## src/rtl/seven_segment_pkg.sv

```systemverilog
// seven_segment_pkg: segment bit indices, hex glyph table and default
// scan prescale shared by the seven-segment scanner and its decoder.
package seven_segment_pkg;

   localparam int SEG_A = 6;
   localparam int SEG_B = 5;
   localparam int SEG_C = 4;
   localparam int SEG_D = 3;
   localparam int SEG_E = 2;
   localparam int SEG_F = 1;
   localparam int SEG_G = 0;

   localparam logic [6:0] SEG_BLANK = 7'b0000000;

   localparam logic [6:0] HEX_0 = 7'b1111110;
   localparam logic [6:0] HEX_1 = 7'b0110000;
   localparam logic [6:0] HEX_2 = 7'b1101101;
   localparam logic [6:0] HEX_3 = 7'b1111001;
   localparam logic [6:0] HEX_4 = 7'b0110011;
   localparam logic [6:0] HEX_5 = 7'b1011011;
   localparam logic [6:0] HEX_6 = 7'b1011111;
   localparam logic [6:0] HEX_7 = 7'b1110000;
   localparam logic [6:0] HEX_8 = 7'b1111111;
   localparam logic [6:0] HEX_9 = 7'b1111011;
   localparam logic [6:0] HEX_A = 7'b1110111;
   localparam logic [6:0] HEX_B = 7'b0011111;
   localparam logic [6:0] HEX_C = 7'b1001110;
   localparam logic [6:0] HEX_D = 7'b0111101;
   localparam logic [6:0] HEX_E = 7'b1001111;
   localparam logic [6:0] HEX_F = 7'b1000111;

   localparam int DEFAULT_PRESCALE = 50000;

endpackage

```

## src/rtl/seven_segment_hex_decoder.sv

```systemverilog
// seven_segment_hex_decoder: maps one nibble to an active-high A..G
// segment pattern (bit 6 = A, bit 0 = G).
module seven_segment_hex_decoder
   import seven_segment_pkg::*;
(
   input  logic [3:0] nib,
   output logic [6:0] seg
);

   // Full 16-code glyph lookup.
   always_comb begin
      seg = SEG_BLANK;
      unique case (nib)
         4'h0: seg = HEX_0;
         4'h1: seg = HEX_1;
         4'h2: seg = HEX_2;
         4'h3: seg = HEX_3;
         4'h4: seg = HEX_4;
         4'h5: seg = HEX_5;
         4'h6: seg = HEX_6;
         4'h7: seg = HEX_7;
         4'h8: seg = HEX_8;
         4'h9: seg = HEX_9;
         4'hA: seg = HEX_A;
         4'hB: seg = HEX_B;
         4'hC: seg = HEX_C;
         4'hD: seg = HEX_D;
         4'hE: seg = HEX_E;
         4'hF: seg = HEX_F;
      endcase
   end

endmodule

```

## src/rtl/seven_segment_scanner.sv

```systemverilog
// seven_segment_scanner: time-multiplexed, double-buffered hex display
// driver. Define SEVEN_SEGMENT_SCANNER_LZB_EN for leading-zero blanking.
module seven_segment_scanner
   import seven_segment_pkg::*;
#(
   parameter int NUM_DIGITS = 4,
   parameter int PRESCALE   = DEFAULT_PRESCALE
) (
   input  logic                    clk,
   input  logic                    rst_n,
   input  logic [4*NUM_DIGITS-1:0] value,
   input  logic                    load,
   input  logic                    enable,
   output logic [6:0]              segments,
   output logic [NUM_DIGITS-1:0]   digit_sel,
   output logic                    frame_start,
   output logic                    pending
);

   localparam int W  = 4 * NUM_DIGITS;
   localparam int CW = $clog2(PRESCALE);
   localparam int IW = (NUM_DIGITS > 1) ? $clog2(NUM_DIGITS) : 1;

   localparam logic [CW-1:0]         CMAX = CW'(PRESCALE - 1);
   localparam logic [IW-1:0]         IMAX = IW'(NUM_DIGITS - 1);
   localparam logic [NUM_DIGITS-1:0] ONE  = NUM_DIGITS'(1);

   logic [CW-1:0] cnt;
   logic [IW-1:0] idx;
   logic [IW-1:0] nidx;
   logic          tick;
   logic          wrap;
   logic          swap;
   logic [W-1:0]  pend_reg;
   logic [W-1:0]  disp_reg;
   logic [W-1:0]  disp_nxt;
   logic          pend_valid;
   logic [3:0]    nib;
   logic [6:0]    seg_dec;
   logic [6:0]    seg_nxt;

   // Slot timing, frame wrap and the display data seen by the next slot.
   always_comb begin
      tick     = (cnt == CMAX);
      wrap     = tick && (idx == IMAX);
      swap     = wrap && pend_valid;
      nidx     = (idx == IMAX) ? '0 : idx + 1'b1;
      disp_nxt = swap ? pend_reg : disp_reg;
      nib      = disp_nxt[{nidx, 2'b00} +: 4];
   end

   seven_segment_hex_decoder u_dec (
      .nib (nib),
      .seg (seg_dec)
   );

`ifdef SEVEN_SEGMENT_SCANNER_LZB_EN
   logic [W-1:0] upper;

   // Blank a non-zero digit when it and every higher nibble are zero.
   always_comb begin
      upper   = disp_nxt >> {nidx, 2'b00};
      seg_nxt = ((nidx != '0) && (upper == '0)) ? SEG_BLANK : seg_dec;
   end
`else
   assign seg_nxt = seg_dec;
`endif

   // Prescaler and scan index.
   always_ff @(posedge clk or negedge rst_n) begin
      if (!rst_n) begin
         cnt <= '0;
         idx <= IMAX;
      end else if (tick) begin
         cnt <= '0;
         idx <= nidx;
      end else begin
         cnt <= cnt + 1'b1;
      end
   end

   // Pending/display double buffer; swaps only at a frame boundary.
   always_ff @(posedge clk or negedge rst_n) begin
      if (!rst_n) begin
         pend_reg   <= '0;
         pend_valid <= 1'b0;
         disp_reg   <= '0;
      end else begin
         if (load) begin
            pend_reg   <= value;
            pend_valid <= 1'b1;
         end else if (swap) begin
            pend_valid <= 1'b0;
         end
         if (swap) begin
            disp_reg <= pend_reg;
         end
      end
   end

   // Registered pin drivers; enable low kills digit_sel immediately.
   always_ff @(posedge clk or negedge rst_n) begin
      if (!rst_n) begin
         segments    <= SEG_BLANK;
         digit_sel   <= '0;
         frame_start <= 1'b0;
      end else if (tick) begin
         segments    <= seg_nxt;
         digit_sel   <= enable ? (ONE << nidx) : '0;
         frame_start <= (nidx == '0);
      end else begin
         frame_start <= 1'b0;
         if (!enable) begin
            digit_sel <= '0;
         end
      end
   end

   assign pending = pend_valid;

endmodule

```

## config.mk

```make
export PLATFORM = sky130hd
export DESIGN_NAME = seven_segment_scanner
export DESIGN_NICKNAME = d
export VERILOG_FILES = /design/src/rtl/seven_segment_pkg.sv /design/src/rtl/seven_segment_hex_decoder.sv /design/src/rtl/seven_segment_scanner.sv
export SDC_FILE = /design/constraint.sdc
export NUM_CORES = 1
export LEC_CHECK = 0
export CAP_MARGIN = 10
export CORE_MARGIN = 10
export CORE_UTILIZATION = 56
export DETAILED_ROUTE_END_ITERATION = 8
export PLACE_DENSITY_LB_ADDON = 0.08
export SLEW_MARGIN = 0
export SYNTH_ARGS = -nofsm -noshare
export SYNTH_HDL_FRONTEND = slang
export SYNTH_HIERARCHICAL = 1
export SYNTH_SLANG_ARGS = --single-unit
export TNS_END_PERCENT = 1
```

## constraint.sdc

```tcl
create_clock -name clk -period 3.94 [get_ports clk]
set_input_delay 0.591 -clock clk [delete_from_list [all_inputs] [get_ports clk]]
set_output_delay 0.591 -clock clk [all_outputs]
set_load 0.01 [all_outputs]
```

==> results.md <==
| Quantity | This run | Unit |
|---|---|---|
| Layout Area Growth over Synthesis | 19.8 | % |
| Cts repair resizes | 0 | - |
| Launching element of the worst setup path | cnt[0]$_DFF_PN0_ | - |
| Run status | completed | - |
| Remaining Overflow, GRT | 0 | - |
| Synth Area in Adders | 0.0524 | - |
| H-Tree Level Count | 3 | - |
| Antenna violations before repair | 0 | - |
| Number of hold buffers added after CTS | 0 | - |
| Critical path launch point type | flop | - |
| Syn Inst Count | 287 | - |
| Standard cell with the maximum stage delay on the critical path | o32ai_1 | - |
| Most common cell after layout, fill and taps aside | dfrtp_1 | - |
| Clock tree from TritonCTS | yes | - |
| Worst supply voltage drop on vdd | 0.000308 | V |
| Top-level port count | 33 | - |
| Post-synthesis instance area | 3100 | um2 |
| Routed length on met2 | 2.71 | mm |
| Portion of netlist area occupied by mux cells | 0.127 | - |
| Weighted congestion reported at the end of routability-driven placement | 0.830 | - |
| Logic gate share of total power | 0.037 | - |
| Detailed-routing wirelength on met1 | 2.75 | mm |
| Final worst path period need | 3.32 | ns |
| Post-synth EDFFs | 0 | - |
| Tot GR Track Use | 0.138 | - |
| Highest cell delay on the worst timing path | 0.54 | ns |
| Total number of clock tree sinks | 63 | - |
| Met3 Routed Length | 288 | um |
| Count of vias placed by the detailed router | 2136 | - |
| Switching fraction of total power | 0.209 | - |
| DRC violation count after routing | 0 | - |
| Critical-path cell list | ha_1 -> and3_1 -> and4_1 -> nand3_4 -> a21oi_1 -> o32ai_1 -> inv_1 -> ha_1 -> mux4_1 -> nand2_1 -> nand2_1 | - |
| Cell chosen for the clock root | clkbuf_8 | - |
| Layout cells sized above 1 | 0.178 | - |
| Number of buffer cells added on primary ports | 32 | - |
| Ys async rst share | 1.00 | - |
| Top routing layer used | met4 | - |
| Post-synth cell types | 41 | - |
| Final Max Tran Viols | 0 | - |
| Required time worst endpoint | 4.18 | ns |
| Worst Hold Slack | 0.368 | ns |
| Clock share of power | 0.486 | - |
| Buffer depth of the longest clock path | 2 | - |
| Number of detailed-routing iterations run before antenna repair | 4 | - |
| Reported max-cap violation count | 0 | - |
| Post-CTS setup repair buffer count | 0 | - |
| Routed Antenna Nets | 0 | - |
| Final setup viols | 0 | - |
| Flops & latches, synth | 63 | - |
| Synthesized-area fraction occupied by and/or/nand/nor cells | 0.150 | - |
| Pwr per Cell Area | 380 | nW/um2 |
| HPWL after detailed placement | 4.02 | mm |
| Post-Route WL | 5.84 | mm |
| Synth warn | 6 | - |
| Nature of the critical path endpoint | flop | - |
| Maximum operating frequency | 301 | MHz |
| Clock-pin slew reported for the worst setup and hold paths after clock tree synthesis | 0.07 | ns |
| Largest fanout of any net on the critical path | 24 | - |
| Worst Max-Slew Pin Slew | 0.882 | ns |
| Worst R2R Setup Slack | 0.62 | ns |
| Largest family of logic cells by synthesized area | simple AND/OR/NAND/NOR gates | - |
| Period utilization | 0.844 | - |
| Row count | 27 | - |
| Area of the core | 5440 | um2 |
| Compound-gate portion of the synthesized area | 0.0847 | - |
| Global-route wire length before repair | 9.92 | mm |
| Clk_lat worst skew | 0.34 | ns |
| Via count of the first global-routing pass | 2128 | - |
| Detail-routed net length per standard cell | 14.7 | um |
| Die span in y | 94.4 | um |
| Net count after synthesis | 320 | - |
| Leading cell types in the layout, fill and taps excluded | dfrtp_1, nand2_1, clkdlybuf4s50_1 | - |
| Count of nets after finishing | 353 | - |
| Setup skew after layout | 0.00703 | ns |
| DRC violation total after the first TritonRoute iteration | 70 | - |
| Setup TNS after final layout | 0 | ns |
| Count of endpoints failing hold in the final timing report | 0 | - |
| Crit path DAT | 3.56 | ns |
| Clock buffers created by TritonCTS | 9 | - |
| RR Startpoint | cnt[0]$_DFF_PN0_ | - |
| Pin count of the biggest net entering global routing | 42 | - |
| Mean cell area of the mapped netlist | 10.8 | um2 |
| Die area | 8920 | um2 |
| PnR Total Power | 1.41 | mW |
| Max-Slew Margin vs Limit | 0.412 | - |
| Sequential share of power | 0.477 | - |
| Xor and xnor area share after synthesis | 0.0367 | - |
| Classification of the worst setup path | reg2reg | - |
| Register area share after synthesis | 0.509 | - |
| Antenna Cells | 0 | - |
| Leakage power | 1.62 | nW |
| Net load switching power | 0.295 | mW |
| Starting density of the core | 0.570 | - |
| Type of the worst min-delay path | in2async | - |
| Setup repair after global routing missed its margin | no | - |
| Cell Int Power | 1.12 | mW |
| Avg Vias per Cell | 5.38 | - |
| Horizontal die dimension | 94.4 | um |
| Dominant synthesized flop cell | dfrtp_1 | - |
## through the flow
stage / std cells / cell area (um2) / utilization / setup slack (ns)
after floorplan: 287 / 3100 / - / 0.996
after CTS: 397 / 3710 / 0.683 / 0.593
after global placement: 381 / 3470 / 0.638 / 0.739
after global routing: 397 / 3710 / 0.683 / 0.424
final: 397 / 3710 / 0.683 / 0.616
after detailed placement: 381 / 3470 / 0.638 / 0.626
## cell type report
class,count,area [um2]
clock buffer,9,124
clock inverter,7,121
fill,440,1720
inverter,9,33.8
multi-input combinational,198,1400
sequential,63,1580
tap,72,90.1
timing repair buffer,39,368
## worst paths after layout
| kind | end | depth (start not counted) |
|---|---|---|
| hold reg to reg | segments[5]$_DFFE_PN0N_ | 2 |
| setup reg to reg | segments[3]$_DFFE_PN0N_ | 11 |
| hold / removal | cnt[9]$_DFF_PN0_ | 1 |
| setup / recovery | segments[3]$_DFFE_PN0N_ | 11 |
| max in group asynchronous | cnt[12]$_DFF_PN0_ | 2 |
| min in group clk | segments[5]$_DFFE_PN0N_ | 2 |
## metal layers
layer | up-vias | global-route usage
met1 | 1033 | 0.176
met5 | - | 0
met4 | 0 | 0.0570
met3 | 9 | 0.0357
li1 | 1054 | -
met2 | 40 | 0.220
## kinds of logic after synthesis
family / count (synthesis)
AOI/OAI and AO/OA: 45
xor gates and xnor gates: 13
adders and majority gates: 13
buffers and inverters: 26
DFF: 63
muxes: 31
and+or+nand+nor: 96
## critical path: cells and delay by family, from the launching register on
| kind | cells | cell delay (ns) |
|---|---|---|
| muxes | 1 | 0.48 |
| DFF | 1 | 0.41 |
| adders and majority gates | 2 | 0.61 |
| AOI/OAI and AO/OA | 2 | 0.66 |
| and+or+nand+nor | 5 | 0.84 |
| buffers and inverters | 1 | 0.21 |
## power by group through the flow
stage               sequential (mW)  clock (mW)  combinational [mW]
finish                        0.673       0.685              0.0526
global route                  0.675       0.732              0.0583
CTS                           0.673       0.699              0.0545
detailed placement            0.686           0              0.0542
global placement              0.685           0              0.0528
floorplan                     0.681           0              0.0206
## cells in the mapped netlist (2+ instances only)
cell	instances	area [um2]
o32ai_1	4	35.0
dfstp_2	2	52.6
nor3_1	3	15.0
mux2_4	9	135
inv_1	9	33.8
ha_1	13	163
a21oi_1	12	60.1
buf_6	2	22.5
dfrtp_1	61	1530
mux2i_1	3	30.0
xnor2_1	5	43.8
buf_2	5	25.0
nor2_1	17	63.8
xor2_1	8	70.1
nand2_1	41	154
and2_1	2	12.5
clkbuf_1	8	30.0
nand3_1	15	75.1
a21boi_0	3	22.5
mux2_2	18	203
nand4_1	5	31.3
o21ai_0	22	110
nor2b_1	2	12.5
Power figures use the tool's default switching activity.
